`config.mk`:
```
export PLATFORM = sky130hd
export DESIGN_NAME = bcd2bin
export DESIGN_NICKNAME = d
export VERILOG_FILES = /design/src/rtl/bcd2bin_pkg.sv /design/src/rtl/bcd2bin_digit_adj.sv /design/src/rtl/bcd2bin.sv
export SDC_FILE = /design/constraint.sdc
export NUM_CORES = 1
export LEC_CHECK = 0
export BUFFER_PORTS_ARGS = -buffer_cell sky130_fd_sc_hd__buf_2
export CAP_MARGIN = 25
export CORE_ASPECT_RATIO = 1.2
export CORE_MARGIN = 3
export CORE_UTILIZATION = 40
export CTS_BUF_LIST = sky130_fd_sc_hd__clkbuf_4
export CTS_CLUSTER_DIAMETER = 60
export CTS_CLUSTER_SIZE = 20
export DETAILED_ROUTE_END_ITERATION = 8
export PLACE_DENSITY = 0.68
export SYNTH_ARGS = -nofsm -noshare
export SYNTH_HDL_FRONTEND = slang
export SYNTH_SLANG_ARGS = --single-unit
```
`constraint.sdc`:
```
create_clock -name clk -period 1.6 [get_ports clk]
set_input_delay 0.08 -clock clk [delete_from_list [all_inputs] [get_ports clk]]
set_output_delay 0.08 -clock clk [all_outputs]
set_load 0.05 [all_outputs]
```
`src/rtl/bcd2bin_pkg.sv`:
```
// bcd2bin_pkg: shared constants, FSM state type and the invalid-digit helper
// for the sequential BCD-to-binary converter.
package bcd2bin_pkg;

  // Result width: four digits top out at 9999, which needs 14 bits.
  localparam int N_BITS    = 14;
  // Number of packed BCD digits handled per conversion.
  localparam int N_DIGITS  = 4;
  // Counter preload; OP runs ITER_LAST+1 = N_BITS shift iterations.
  localparam int ITER_LAST = 13;
  // Iteration counter width (must hold ITER_LAST).
  localparam int CNT_W     = 4;
  // Width of the packed BCD word {bcd3,bcd2,bcd1,bcd0}.
  localparam int BCD_W     = 4 * N_DIGITS;

  typedef enum logic [1:0] {
    IDLE = 2'd0,
    OP   = 2'd1,
    DONE = 2'd2
  } bcd2bin_state_t;

  // True when any nibble of the packed BCD word holds A..F.
  function automatic logic has_bad_digit(input logic [BCD_W-1:0] bcd);
    logic bad;
    bad = 1'b0;
    for (int i = 0; i < N_DIGITS; i++) begin
      if (bcd[4*i +: 4] > 4'd9) bad = 1'b1;
    end
    return bad;
  endfunction

endpackage

```
`src/rtl/bcd2bin_digit_adj.sv`:
```
// bcd_digit_adj: one reverse double-dabble digit correction. After the right
// shift a digit of 8 or more has taken a half-weight bit from the digit above;
// subtracting 3 (modulo 16, no borrow out) restores a proper decimal digit.
module bcd_digit_adj (
  input  logic [3:0] digit_in,
  output logic [3:0] digit_out
);

  // Conditional subtract-3 on a single nibble.
  always_comb begin
    digit_out = digit_in;
    if (digit_in >= 4'd8) digit_out = digit_in - 4'd3;
  end

endmodule

```
`src/rtl/bcd2bin.sv`:
```
// bcd2bin: sequential BCD-to-binary converter (reverse double dabble).
// Four BCD digits are captured on an accepted start, shifted through a
// 30-bit {bcd_reg, bin_reg} register for 14 cycles, and the 14-bit result is
// presented on bin with a one-cycle done_tick.
//
// Optional feature, macro BCD2BIN_ERR_CHECK_EN: flags input digits A..F at
// capture; the flag lands on err at completion and forces bin to 0.
// Without the macro err is tied low and no checking logic exists.
//
// Handshake: start is sampled only on a rising edge where ready=1; that edge
// captures the digits and drops ready. ready stays low through OP and DONE
// and rises again on the edge that leaves DONE. start seen while ready=0 is
// dropped, never queued, and never restarts the conversion in flight.
module bcd2bin
  import bcd2bin_pkg::*;
(
  input  logic                 clk,
  input  logic                 reset_n,
  input  logic                 start,
  input  logic [3:0]           bcd3,
  input  logic [3:0]           bcd2,
  input  logic [3:0]           bcd1,
  input  logic [3:0]           bcd0,
  output logic                 ready,
  output logic                 done_tick,
  output logic [N_BITS-1:0]    bin,
  output logic                 err,
  output bcd2bin_state_t       dbg_state
);

  bcd2bin_state_t     state;
  logic [BCD_W-1:0]   bcd_reg;
  logic [N_BITS-1:0]  bin_reg;
  logic [CNT_W-1:0]   n;

  logic [BCD_W-1:0]   bcd_shift;
  logic [BCD_W-1:0]   bcd_adj;
  logic [N_BITS-1:0]  bin_shift;

  assign dbg_state = state;

  // Right shift of the concatenation: the BCD LSB drops into the binary MSB.
  assign bcd_shift = {1'b0, bcd_reg[BCD_W-1:1]};
  assign bin_shift = {bcd_reg[0], bin_reg[N_BITS-1:1]};

  // Per-digit correction applied to the freshly shifted BCD word.
  for (genvar g = 0; g < N_DIGITS; g++) begin : g_adj
    bcd_digit_adj u_adj (
      .digit_in  (bcd_shift[4*g +: 4]),
      .digit_out (bcd_adj[4*g +: 4])
    );
  end

`ifdef BCD2BIN_ERR_CHECK_EN
  logic bad_flag;
`else
  assign err = 1'b0;
`endif

  // Control FSM, iteration counter, shift datapath and registered outputs.
  always_ff @(posedge clk or negedge reset_n) begin
    if (!reset_n) begin
      state     <= IDLE;
      bcd_reg   <= '0;
      bin_reg   <= '0;
      n         <= '0;
      bin       <= '0;
      done_tick <= 1'b0;
      ready     <= 1'b1;
`ifdef BCD2BIN_ERR_CHECK_EN
      bad_flag  <= 1'b0;
      err       <= 1'b0;
`endif
    end else begin
      done_tick <= 1'b0;
      case (state)
        IDLE: begin
          if (start) begin
            bcd_reg <= {bcd3, bcd2, bcd1, bcd0};
            bin_reg <= '0;
            n       <= CNT_W'(ITER_LAST);
            ready   <= 1'b0;
            state   <= OP;
`ifdef BCD2BIN_ERR_CHECK_EN
            bad_flag <= has_bad_digit({bcd3, bcd2, bcd1, bcd0});
`endif
          end
        end
        OP: begin
          bcd_reg <= bcd_adj;
          bin_reg <= bin_shift;
          if (n == '0) begin
            // Final iteration: publish the result so it is visible during DONE.
            state     <= DONE;
            done_tick <= 1'b1;
`ifdef BCD2BIN_ERR_CHECK_EN
            err       <= bad_flag;
            bin       <= bad_flag ? '0 : bin_shift;
`else
            bin       <= bin_shift;
`endif
          end else begin
            n <= n - 1'b1;
          end
        end
        DONE: begin
          ready <= 1'b1;
          state <= IDLE;
        end
        default: begin
          ready <= 1'b1;
          state <= IDLE;
        end
      endcase
    end
  end

endmodule
```
==> results.tsv <==
metric	value	unit
outcome	completed	
synthMuxAreaShare	10.2	%
synth_cells	200	
n_antenna_cell	0	
switching_power	2.39	mW
max-cap-violations	0	
power.share.switching	42.0	%
grt_overflow	0	
synth-adder-area-share	3.72	%
ant_nets	0	
dr_total_vias	1725	
cts_buffers	5	
clock_power_share	13.3	%
synth.distinct_cells	38	
grt_max_degree	32	
synth_edf_count	0	
synth.avg_cell_area	11.8	um2
ys.flop_type	dfrtp_1	
period_share	91.8	%
clock_latency	0.36	ns
nets	276	
worst-setup-path-type	flip-flop to flip-flop	
postCtsSetupRepairBufs	0	
finalClockSkew	0.0157	ns
hold_class	input pin to flip-flop	
drcViolationCount	0	
routedWlPerCell	14.8	um
ys_seq_area_share	54.3	%
rows	29	
sequentialPowerShare	40.7	%
fin_util	51.7	%
endpoint_kind	flip-flop	
final_hold_viol_count	0	
synth_warnings	0	
cts.path.max_buffers	2	
crit_fanout	13	
syn_to_final_growth	20.5	%
power_per_cell_area	2010	nW/um2
peakVddDrop	1410	uV
clockRootBuffer	clkbuf_4	
largest_register_ff_count	27	
grt_usage	15.0	%
setup_violations	0	
initial_core_util	42.9	%
clock-sinks	51	
grt_antenna_before_repair	0	
pin_count	38	
intPower	3.30	mW
grt_setup_unrepaired	false	
synthXorXnorAreaFrac	2.23	%
gp_congestion	0.808	
synth_compound_area_share	16.0	%
place_hpwl	3.34	mm
async_reset_ff_share	100	%
drt_iter0_drc	52	
drv_slew	0	
synth_top_family_by_area	compound AO/OA/AOI/OAI gates	
max_freq	681	MHz
fin_total_pwr	5.69	mW
grt_pass1_vias	1744	
vias_per_cell	5.26	
syn-cell-area	2350	um2
cp_data_arrival_time	1.71	ns
die_area	6840	um2
ctsHtreeMaxLevel	2	
coreArea	5480	um2
fin_crit	1.47	ns
setup_tns	0	ns
drive_gt1_share	27.1	%
dr.pass1.iters	4	
chipWidth	76.0	um
die_h	90.0	um
io_buffer_count	36	
syn-num-nets	226	
synth-seq-cells	51	
wirelength	4.87	mm
clkTransAtPathRegs	0.15	ns
cts_tree	built	
power_leakage	1.41	nW
critPathRequiredTime	1.84	ns
start_kind	flip-flop	
grt_pass1_wl	8.45	mm
combPwrFrac	45.9	%
yosys.area_share.simple	8.78	%
==> area by class of cell <==
type | instances | area [um2]
Clock buffer | 7 | 52.6
Fill cell | 488 | 2650
Inverter | 13 | 48.8
Timing Repair Buffer | 55 | 358
Clock inverter | 1 | 30.0
Sequential cell | 51 | 1280
Tap cell | 77 | 96.3
Multi-Input combinational cell | 124 | 968
==> final timing paths <==
kind	startpoint	endpoint	slack [ns]	cells after the start
min in group asynchronous	reset_n	bcd_reg[6]$_DFFE_PN0P_	0.19	2
worst min register to register	ready$_DFFE_PN1P_	ready$_DFFE_PN1P_	0.50	2
worst max-delay path	n[0]$_DFFE_PN0P_	bin[3]$_DFFE_PN0P_	0.13	5
max in group asynchronous	reset_n	ready$_DFFE_PN1P_	0.82	3
worst min-delay path	bcd3[2]	bcd_reg[14]$_DFFE_PN0P_	0.02	3
worst max register to register	n[0]$_DFFE_PN0P_	bin[3]$_DFFE_PN0P_	0.13	5
==> power by group through the flow <==
stage / Sequential, mW / Combinational [mW] / Clock, mW
2_1_floorplan: 2.78 / 1.51 / 0
3_3_place_gp: 2.34 / 2.57 / 0
3_5_place_dp: 2.35 / 2.63 / 0
4_1_cts: 2.33 / 2.64 / 0.784
5_1_grt: 2.42 / 2.89 / 0.840
6_report: 2.32 / 2.62 / 0.759
==> cell families (layout without fill, tap and decap cells) <==
logic type,after synthesis,in the layout
adder cells (fa/ha/maj),7,7
buffers and inverters,25,76
AO/OA/AOI/OAI,53,53
multiplexers,22,22
flip-flops,51,51
other,1,1
XOR/XNOR,6,6
AND/OR/NAND/NOR,35,35
==> metal layers <==
metal	share of wire [%]	up-vias	global-route usage, %
met2	47	43	25.3
met4	1.0	0	4.08
met1	47	862	19.6
li1	-	816	-
met5	0	-	0
met3	4.3	4	3.40
==> through the flow <==
step	hold WS (ns)	cell area [um2]	instances	setup slack [ns]
3_5_place_dp	0.0796	2660	311	0.102
3_3_place_gp	0.0691	2660	311	0.137
2_1_floorplan	-0.216	2350	200	0.00327
6_report	0.0165	2830	328	0.131
4_1_cts	0.00322	2830	328	0.0715
5_1_grt	0.00757	2830	328	0.0230
==> critical path: stages (launching register included) <==
cell and delay (ns):
dfrtp_1 0.44, inv_1 0.07, ha_2 0.23, nand3_4 0.08, buf_4 0.20, mux2_1 0.32
==> timing repair <==
action	in CTS	in global routing
setup endpoints to repair	0	12
hold endpoints to repair	28	0
hold buffers	9	0
gates resized for setup	0	1
==> cell usage after synthesis (2+ instances only) <==
master	count	share of area, %
o21ai_0	5	1.1
xnor2_1	3	1.1
buf_2	3	0.64
a21oi_1	10	2.1
nor3b_1	3	0.96
xor2_1	3	1.1
inv_1	13	2.1
o22a_1	2	0.74
nand2b_1	6	1.6
ha_1	7	3.7
nand2_1	7	1.1
a2bb2oi_1	3	1.1
o221ai_1	2	0.74
clkbuf_1	6	0.96
a31oi_1	2	0.53
a22o_1	14	5.2
mux2_1	9	4.3
nor2b_1	3	0.80
mux2_2	7	3.4
o22ai_1	11	2.9
dfrtp_1	50	53
mux2i_1	6	2.6
buf_4	3	0.96
nor2_1	8	1.3
==> layout by cell type, fill, tap and decap left out, types with 3 or more instances in the layout <==
cell type / synthesis / routed
buf_2: 3 / 36
mux2i_1: 6 / 6
inv_1: 13 / 13
nand2b_1: 6 / 6
a22o_1: 14 / 14
nor2_1: 8 / 8
xnor2_1: 3 / 3
nor3b_1: 3 / 3
o22ai_1: 11 / 11
a2bb2oi_1: 3 / 3
dlygate4sd3_1: 0 / 9
nand2_1: 7 / 7
mux2_2: 7 / 7
mux2_1: 9 / 9
clkbuf_4: 0 / 7
a21oi_1: 10 / 10
o21ai_0: 5 / 5
xor2_1: 3 / 3
ha_1: 7 / 6
buf_4: 3 / 9
nor2b_1: 3 / 3
dfrtp_1: 50 / 48
Note: power is estimated with default switching activity, not from simulation.
